### src/rtl/regsel_decode_pipe.sv
// Register-select decode stage: Rn/Rm/Rt extraction, Reg2Loc select, writer scoreboard, valid/ready output register.
// Optional macro REGSEL_WB_BYPASS_EN lets a same-cycle writeback mask its busy bit out of the hazard check.
module regsel_decode_pipe #(
    parameter int INSTR_W     = 32,
    parameter int SEL_W       = 5,
    parameter int RN_LSB      = 5,
    parameter int RM_LSB      = 16,
    parameter int RD_LSB      = 0,
    parameter int ZERO_REG    = 31,
    parameter int STALL_CNT_W = 16
) (
    input  logic                   clk,
    input  logic                   rst,
    input  logic                   in_valid,
    output logic                   in_ready,
    input  logic [INSTR_W-1:0]     in_instr,
    input  logic                   in_reg2loc,
    input  logic                   in_reg_write,
    output logic                   out_valid,
    input  logic                   out_ready,
    output logic [SEL_W-1:0]       ReadSelect1,
    output logic [SEL_W-1:0]       ReadSelect2,
    output logic [SEL_W-1:0]       WriteSelect,
    output logic                   out_reg_write,
    output logic [INSTR_W-1:0]     out_instr,
    input  logic                   wb_valid,
    input  logic [SEL_W-1:0]       wb_sel,
    output logic [(2**SEL_W)-1:0]  busy_vec,
    output logic [STALL_CNT_W-1:0] stall_cnt
);
    localparam int NUM_REGS = 2**SEL_W;
    localparam logic [SEL_W-1:0] ZERO_SEL = SEL_W'(ZERO_REG);
    localparam logic [NUM_REGS-1:0] ONE_BIT = {{(NUM_REGS-1){1'b0}}, 1'b1};

    logic [SEL_W-1:0]    src1;
    logic [SEL_W-1:0]    src2;
    logic [SEL_W-1:0]    dst;
    logic [NUM_REGS-1:0] busy;
    logic [NUM_REGS-1:0] busy_eff;
    logic [NUM_REGS-1:0] clr_mask;
    logic [NUM_REGS-1:0] set_mask;
    logic                hazard;
    logic                accept;

    assign src1 = in_instr[RN_LSB +: SEL_W];
    assign src2 = in_reg2loc ? in_instr[RD_LSB +: SEL_W] : in_instr[RM_LSB +: SEL_W];
    assign dst  = in_instr[RD_LSB +: SEL_W];

    assign busy_vec = busy;

    always_comb begin
        clr_mask = '0;
        if (wb_valid && (wb_sel != ZERO_SEL)) begin
            clr_mask = ONE_BIT << wb_sel;
        end
    end

`ifdef REGSEL_WB_BYPASS_EN
    assign busy_eff = busy & ~clr_mask;
`else
    assign busy_eff = busy;
`endif

    // XZR never participates in hazards, whatever its scoreboard bit says.
    always_comb begin
        hazard = 1'b0;
        if ((src1 != ZERO_SEL) && busy_eff[src1]) begin
            hazard = 1'b1;
        end
        if ((src2 != ZERO_SEL) && busy_eff[src2]) begin
            hazard = 1'b1;
        end
        if (in_reg_write && (dst != ZERO_SEL) && busy_eff[dst]) begin
            hazard = 1'b1;
        end
    end

    assign in_ready = (!out_valid || out_ready) && !hazard;
    assign accept   = in_valid && in_ready;

    always_comb begin
        set_mask = '0;
        if (accept && in_reg_write && (dst != ZERO_SEL)) begin
            set_mask = ONE_BIT << dst;
        end
    end

    always_ff @(posedge clk or posedge rst) begin
        if (rst) begin
            out_valid     <= 1'b0;
            ReadSelect1   <= '0;
            ReadSelect2   <= '0;
            WriteSelect   <= '0;
            out_reg_write <= 1'b0;
            out_instr     <= '0;
        end else if (accept) begin
            out_valid     <= 1'b1;
            ReadSelect1   <= src1;
            ReadSelect2   <= src2;
            WriteSelect   <= dst;
            out_reg_write <= in_reg_write;
            out_instr     <= in_instr;
        end else if (out_ready) begin
            out_valid     <= 1'b0;
        end
    end

    // Set is applied after clear so a new writer keeps ownership on a same-cycle retire.
    always_ff @(posedge clk or posedge rst) begin
        if (rst) begin
            busy <= '0;
        end else begin
            busy <= (busy & ~clr_mask) | set_mask;
        end
    end

    always_ff @(posedge clk or posedge rst) begin
        if (rst) begin
            stall_cnt <= '0;
        end else if (in_valid && hazard && (stall_cnt != '1)) begin
            stall_cnt <= stall_cnt + 1'b1;
        end
    end

endmodule

### config.mk
export PLATFORM = sky130hd
export DESIGN_NAME = regsel_decode_pipe
export DESIGN_NICKNAME = d
export VERILOG_FILES = /design/src/rtl/regsel_decode_pipe.sv
export SDC_FILE = /design/constraint.sdc
export NUM_CORES = 1
export LEC_CHECK = 0
export CORE_UTILIZATION = 51
export CTS_CLUSTER_SIZE = 16
export DETAILED_ROUTE_END_ITERATION = 16
export PLACE_DENSITY = 0.86
export SLEW_MARGIN = 15
export SYNTH_ARGS = -nofsm -noshare
export SYNTH_HDL_FRONTEND = slang
export SYNTH_SLANG_ARGS = --single-unit
### constraint.sdc
create_clock -name clk -period 5.91 [get_ports clk]
set_clock_uncertainty 0.2 [all_clocks]
set_input_delay 1.182 -clock clk [delete_from_list [all_inputs] [get_ports clk]]
set_output_delay 1.182 -clock clk [all_outputs]
set_load 0.01 [all_outputs]
=== After elaboration in Yosys (flattened, before gate mapping) ===
Index checks and enable logic that the tools add are counted.

* Add/subtract/negate cells: 1
* Bitwise logic cells: 3
* Div/mod/pow operators: 0
* Muxes and demuxes: 14
* Reduce and logical (&&, ||, !) cells: 15
* Equal/unequal tests: 5
* Shifts and indexed selects: 2
* Order comparisons: 3
* Multipliers: 0

{| class="wikitable"
|+ Operator list
! cell !! number
|-
| $mux 32 || 2
|-
| $shl 1x5->32 const A || 2
|-
| $and 32x32->32 || 1
|-
| $not 32->32 || 1
|-
| $or 32x32->32 || 1
|-
| $ne 5x5->1 const B || 4
|-
| $lt 5x6->1 const B || 3
|-
| $add 16x1->16 const B || 1
|-
| $ne 16x16->1 const B || 1
|-
| $bmux 1 s5 || 3
|-
| $logic_and 1x1->1 || 11
|-
| $mux 1 || 8
|-
| $mux 5 || 1
|-
| $logic_not 1->1 || 2
|-
| $reduce_bool 2->1 || 1
|-
| $logic_or 1x1->1 || 1
|}

* Logic and storage cells: 51
* Output and inout port bits: 98
* RAM bits: 0
* Register bits after elaboration: 97
* ROM bits: 0
* Memories kept: 0
* Bits in latches: 0

=== Depth between registers and ports, before layout ===
* Word-level depth: 13
* Gate-level depth with buffers: 11

=== Worst setup path before layout ===
Ideal clock, no wire load.

* Kind: input-to-output
* Start: input port in_reg2loc
* End: output port in_ready
* Required time: 4.528 ns
* Cell stages on the path: 7
* Buffers on the path: 1
* Path slack: 1.358 ns
* Arrival time: 3.170 ns
* Cells stage by stage: buf_4 > mux2i_4 > mux4_2 > o22ai_1 > nor4bb_1 > a2111oi_4 > and3_4

* Word-level cells in the longest chain between the ends: 8

{| class="wikitable"
|+ Ends and longest elaborated chain
! element !! RTL line !! text
|-
| start: declaration || 17 || <nowiki>input logic in_reg2loc,</nowiki>
|-
| $mux 5 * || 46 || <nowiki>assign src2 = in_reg2loc ? in_instr[RD_LSB +: SEL_W] : in_instr[RM_LSB +: SEL_W];</nowiki>
|-
| $bmux 1 s5 || 70 || <nowiki>if ((src2 != ZERO_SEL) && busy_eff[src2]) begin</nowiki>
|-
| $mux 1 (implied by the code) || 70 ||
|-
| $logic_and 1x1->1 * || 70 ||
|-
| $mux 1 * || 70 ||
|-
| $mux 1 * || 73 || <nowiki>if (in_reg_write && (dst != ZERO_SEL) && busy_eff[dst]) begin</nowiki>
|-
| $logic_not 1->1 * || 78 || <nowiki>assign in_ready = (!out_valid || out_ready) && !hazard;</nowiki>
|-
| $logic_and 1x1->1 * || 78 ||
|-
| end: declaration || 15 || <nowiki>output logic in_ready,</nowiki>
|}

Mark *: on every way between the ends. The rest lies on a longest branch, timed or not. The select of a mux whose other input is x is not followed.

=== Final worst setup path ===
* Start: input port in_instr[6]
* End: output port in_ready

* Word-level cells in the longest chain between the ends: 8

{| class="wikitable"
|+ Ends and longest elaborated chain
! element !! RTL line !! text
|-
| start: declaration || 16 || <nowiki>input logic [INSTR_W-1:0] in_instr,</nowiki>
|-
| $bmux 1 s5 || 67 || <nowiki>if ((src1 != ZERO_SEL) && busy_eff[src1]) begin</nowiki>
|-
| $mux 1 (implied by the code) || 67 ||
|-
| $logic_and 1x1->1 * || 67 ||
|-
| $mux 1 * || 67 ||
|-
| $mux 1 * || 70 ||
|-
| $mux 1 * || 73 ||
|-
| $logic_not 1->1 * || 78 ||
|-
| $logic_and 1x1->1 * || 78 ||
|}

Marked as above.

==> flow_summary.html <==
<table>
<tr><th>Metric</th><th>Value</th></tr>
<tr><th colspan="2">Critical path</th></tr>
<tr><td>Data required, critical path</td><td>4.53 ns</td></tr>
<tr><td>Largest delay contributor family on the critical path</td><td>buffers and inverters</td></tr>
<tr><td>Standard cell with the maximum stage delay on the critical path</td><td>sky130_fd_sc_hd__clkdlybuf4s50_1</td></tr>
<tr><td>Largest fanout of any net on the critical path</td><td>9</td></tr>
<tr><td>CP peak stage delay</td><td>0.76 ns</td></tr>
<tr><td>Data arrival time at the worst-slack endpoint</td><td>4.28 ns</td></tr>
<tr><td>CP bufs+invs</td><td>2</td></tr>
<tr><td>Critical path, cell by cell</td><td>clkdlybuf4s50_1, mux4_2, mux4_2, a2111oi_4, and3_4, clkdlybuf4s50_1</td></tr>
<tr><td>Category of the worst setup path launch point</td><td>primary input</td></tr>
<tr><td>Start-to-end type of the worst setup path</td><td>in -&gt; out</td></tr>
<tr><td>Category of the worst setup path capture point</td><td>output port</td></tr>
<tr><th colspan="2">Layout</th></tr>
<tr><td>Layout-stage area growth over the synthesis result</td><td>33.5%</td></tr>
<tr><td>Footprint of the multi-input gates</td><td>0.00236 mm²</td></tr>
<tr><td>Final core utilization</td><td>0.718</td></tr>
<tr><td>NumNets Final</td><td>557</td></tr>
<tr><td>Design Area, Final</td><td>0.00638 mm²</td></tr>
<tr><td>Count of fill cells added during filler insertion</td><td>649</td></tr>
<tr><td>Area taken by flip-flops and latches</td><td>0.00218 mm²</td></tr>
<tr><td>Fraction of layout cells with a size suffix above 1</td><td>0.172</td></tr>
<tr><td>Diode insertion count for antenna repair</td><td>0</td></tr>
<tr><th colspan="2">Power</th></tr>
<tr><td>Static leakage</td><td>2.73 nW</td></tr>
<tr><td>Switching Share</td><td>0.321</td></tr>
<tr><td>Net load switching power</td><td>0.000692 W</td></tr>
<tr><td>Combinational cell fraction of total power</td><td>0.399</td></tr>
<tr><td>Overall power of the completed layout</td><td>0.00216 W</td></tr>
<tr><td>Cell Pwr Density</td><td>338 mW/mm²</td></tr>
<tr><td>Sequential power share</td><td>0.409</td></tr>
<tr><td>Peak ir drop on the vdd network</td><td>0.190 mV</td></tr>
<tr><td>Proportion of power drawn by the clock network</td><td>0.192</td></tr>
<tr><td>P_int</td><td>0.00146 W</td></tr>
<tr><th colspan="2">Timing</th></tr>
<tr><td>Hold violation count in the final report</td><td>0</td></tr>
<tr><td>Peak Freq</td><td>177 MHz</td></tr>
<tr><td>Final worst slack</td><td>0.248 ns</td></tr>
<tr><td>Share of the clock period used by the worst path</td><td>0.958</td></tr>
<tr><td>Setup-failing EPs final</td><td>0</td></tr>
<tr><td>Slew at the pin with the worst max-slew slack</td><td>0.706 ns</td></tr>
<tr><td>RSZ-0062 raised after global routing</td><td>no</td></tr>
<tr><td>Tmin final</td><td>5.66 ns</td></tr>
<tr><td>Slew Viols, Final</td><td>0</td></tr>
<tr><td>Worst rel slew slack</td><td>0.529</td></tr>
<tr><td>Sum of negative setup slack</td><td>0 ns</td></tr>
<tr><th colspan="2">Global routing</th></tr>
<tr><td>Global-route wire length before repair</td><td>20500 µm</td></tr>
<tr><td>Number of global-route vias before repair</td><td>3910</td></tr>
<tr><td>Initial antenna violation count</td><td>0</td></tr>
<tr><td>Total global routing overflow</td><td>0</td></tr>
<tr><td>Global-route usage over all layers</td><td>0.270</td></tr>
<tr><td>Largest net degree at the start of global routing</td><td>54</td></tr>
<tr><th colspan="2">CTS</th></tr>
<tr><td>H-tree levels</td><td>3</td></tr>
<tr><td>Total clock buffers created by CTS</td><td>9</td></tr>
<tr><td>Post_cts resized</td><td>0</td></tr>
<tr><td>Clock slew seen by the registers of the worst setup and hold paths</td><td>0.08 ns</td></tr>
<tr><td>Post CTS Setup Buffer Count</td><td>0</td></tr>
<tr><td>CTS hold repair buffers</td><td>0</td></tr>
<tr><td>CTS tree</td><td>yes</td></tr>
<tr><td>Clock root cell</td><td>sky130_fd_sc_hd__clkbuf_8</td></tr>
<tr><td>Number of buffers on the longest clock path</td><td>2</td></tr>
<tr><td>Clock insertion delay at the later pin of the skew report</td><td>0.35 ns</td></tr>
<tr><td>Clock sink count</td><td>87</td></tr>
<tr><th colspan="2">Logic synthesis</th></tr>
<tr><td>Gate Count Post-Synth</td><td>386</td></tr>
<tr><td>Count of warnings emitted by yosys</td><td>0</td></tr>
<tr><td>Cell Area, Synth</td><td>0.00478 mm²</td></tr>
<tr><td>Count of unique library cells instantiated by Yosys</td><td>46</td></tr>
<tr><td>Post-synthesis compound-gate area fraction</td><td>0.104</td></tr>
<tr><td>Largest family of logic cells by synthesized area</td><td>multiplexers</td></tr>
<tr><td>Arithmetic-cell share of the synthesized area counting full adders, half adders and majority gates</td><td>0.00262</td></tr>
<tr><td>Area fraction in and, or, nand and nor cells after synthesis</td><td>0.105</td></tr>
<tr><td>Total nets after synthesis</td><td>431</td></tr>
<tr><td>Xor/xnor cell area share of the yosys netlist</td><td>0.0275</td></tr>
<tr><td>Avg Inst Size Synth</td><td>12.4 µm²</td></tr>
<tr><td>Proportion of synthesized area in mux cells</td><td>0.254</td></tr>
<tr><td>Flops &amp; latches, synth</td><td>87</td></tr>
<tr><td>Fraction of the yosys area taken by sequential cells</td><td>0.455</td></tr>
<tr><th colspan="2">Placed design</th></tr>
<tr><td>Routability congestion estimate</td><td>0.897</td></tr>
<tr><td>Placed Area</td><td>0.00619 mm²</td></tr>
<tr><td>Placed wire-length estimate</td><td>9440 µm</td></tr>
<tr><td>Pre-CTS setup slack</td><td>0.246 ns</td></tr>
<tr><td>Port Buf Inserts</td><td>141</td></tr>
<tr><th colspan="2">Drt</th></tr>
<tr><td>Drt initial violations</td><td>244</td></tr>
<tr><td>Overall via count from detail_route</td><td>3813</td></tr>
<tr><td>Via density per instance</td><td>6.10</td></tr>
<tr><td>Post-detailed-route wirelength per cell</td><td>20.5 µm</td></tr>
<tr><td>Remaining routing DRC violations</td><td>0</td></tr>
<tr><td>First-pass iteration count of the detailed router</td><td>5</td></tr>
<tr><td>Number of routed nets with antenna violations</td><td>0</td></tr>
<tr><td>Detailed Route WL</td><td>12800 µm</td></tr>
<tr><th colspan="2">Floorplan</th></tr>
<tr><td>Core outline area</td><td>0.00889 mm²</td></tr>
<tr><td>Floorplan die width</td><td>98.8 µm</td></tr>
<tr><td>Die Area</td><td>0.00976 mm²</td></tr>
<tr><td>Placement Rows</td><td>34</td></tr>
<tr><td>Initial Utilization</td><td>0.538</td></tr>
<tr><td>I/O pin cnt</td><td>142</td></tr>
<tr><td>Die outline height</td><td>98.8 µm</td></tr>
<tr><th colspan="2">Worst hold path</th></tr>
<tr><td>Worst hold-check path type</td><td>reg -&gt; reg</td></tr>
<tr><th colspan="2">Run</th></tr>
<tr><td>Max capacitance violation total</td><td>0</td></tr>
<tr><th colspan="2">Status</th></tr>
<tr><td>Status</td><td>completed</td></tr>
</table>
[per-layer routing]
| metal | up-vias | GRT usage | share of wire |
|---|---|---|---|
| met4 | 0 | 0.0918 | 0.018 |
| met5 | - | 0 | 0 |
| li1 | 1683 | - | - |
| met1 | 1900 | 0.352 | 0.40 |
| met2 | 204 | 0.455 | 0.50 |
| met3 | 26 | 0.0539 | 0.085 |
[logic make-up (layout without fill, tap and decap cells)]
logic type | Yosys count | in the layout
simple gates | 90 | 90
flops | 87 | 87
mux | 77 | 77
compound gates | 74 | 74
buf+inv | 42 | 173
xor+xnor | 15 | 15
fa+ha+maj | 1 | 1
[cell type report]
cell class | instances | share of cell area
Inverter | 8 | 0.00490
Clock inverter | 7 | 0.0112
Tap cell | 108 | 0.0212
Clock buffer | 9 | 0.0194
Timing Repair Buffer | 149 | 0.233
Multi-Input combinational cell | 257 | 0.370
Sequential cell | 87 | 0.341
[worst paths after layout]
path | from | end | slack, ns | depth (start not counted)
min in group asynchronous | rst | out_instr[26]$_DFFE_PP0P_ | 1.03 | 2
max in group asynchronous | rst | busy_vec[27]$_DFF_PP0_ | 3.42 | 3
hold / removal | busy_vec[31]$_DFF_PP0_ | busy_vec[31]$_DFF_PP0_ | 0.19 | 0
hold reg to reg | busy_vec[31]$_DFF_PP0_ | busy_vec[31]$_DFF_PP0_ | 0.19 | 0
setup reg to reg | busy_vec[11]$_DFF_PP0_ | out_instr[16]$_DFFE_PP0P_ | 2.45 | 9
setup / recovery | in_instr[6] | in_ready | 0.25 | 6
[stage by stage]
| stage | std cells | hold slack [ns] |
|---|---|---|
| floorplan | 386 | 0.294 |
| global placement | 609 | 0.165 |
| detailed placement | 609 | 0.176 |
| CTS | 625 | 0.196 |
| global route | 625 | 0.216 |
| finish | 625 | 0.185 |
[cell usage after synthesis, drive strengths merged]
library cell / count / area (µm²)
nand2b: 4 / 25.0
or3: 1 / 6.26
o22ai: 2 / 12.5
and3: 11 / 73.8
ha: 1 / 12.5
nor3: 3 / 15.0
mux4: 20 / 450
a211o: 1 / 8.76
mux2: 39 / 567
clkbuf: 7 / 26.3
a21oi: 3 / 18.8
o21ai: 33 / 165
or4: 1 / 11.3
nor2b: 6 / 37.5
buf: 27 / 188
a2111oi: 2 / 42.5
xor2: 4 / 35.0
nor2: 8 / 30.0
nand2: 19 / 78.8
nand3b: 5 / 37.5
nor4b: 1 / 8.76
xnor2: 11 / 96.3
a211oi: 1 / 7.51
and2: 2 / 12.5
nand3: 16 / 80.1
or2: 1 / 6.26
nor3b: 2 / 15.0
o221ai: 1 / 8.76
o31ai: 31 / 233
dfrtp: 87 / 2180
nand4: 6 / 37.5
inv: 8 / 30.0
nor4bb: 1 / 10.0
mux2i: 18 / 196
nor4: 3 / 18.8
[power by group through the flow]
stage | Sequential, W | Combinational [W] | Clock, W
floorplan | 0.000915 | 0.000400 | 0
global placement | 0.000881 | 0.000843 | 0
detailed placement | 0.000888 | 0.000862 | 0
CTS | 0.000878 | 0.000868 | 0.000421
global route | 0.000901 | 0.000914 | 0.000442
finish | 0.000881 | 0.000861 | 0.000414
[worst register-to-register path, delay by kind of cell (launching register included)]
family,cells,cell delay (ns)
AOI/OAI and AO/OA,1,0.29
buffers and inverters,1,0.32
DFF,1,0.47
muxes,2,0.83
and+or+nand+nor,5,1.23
[sequential cells by signal (all words and copies together), names as in the netlist]
name,count
busy_vec,32
out_instr,24
stall_cnt,16
ReadSelect2,5
ReadSelect1,4
WriteSelect,4
out_reg_write,1
out_valid,1
[cell usage in the layout (no fill, tap or decap), drive strengths merged, types with 2 or more instances in the layout]
cell and instances:
a2111oi 2, a21oi 3, and2 2, and3 11, buf 8, clkbuf 9, clkdlybuf4s50 141, clkinv 6
dfrtp 87, inv 8, mux2 39, mux2i 18, mux4 20, nand2 19, nand2b 4, nand3 16
nand3b 5, nand4 6, nor2 8, nor2b 6, nor3 3, nor3b 2, nor4 3, o21ai 33
o22ai 2, o31ai 31, xnor2 11, xor2 4
Note: power is estimated with default switching activity, not from simulation.
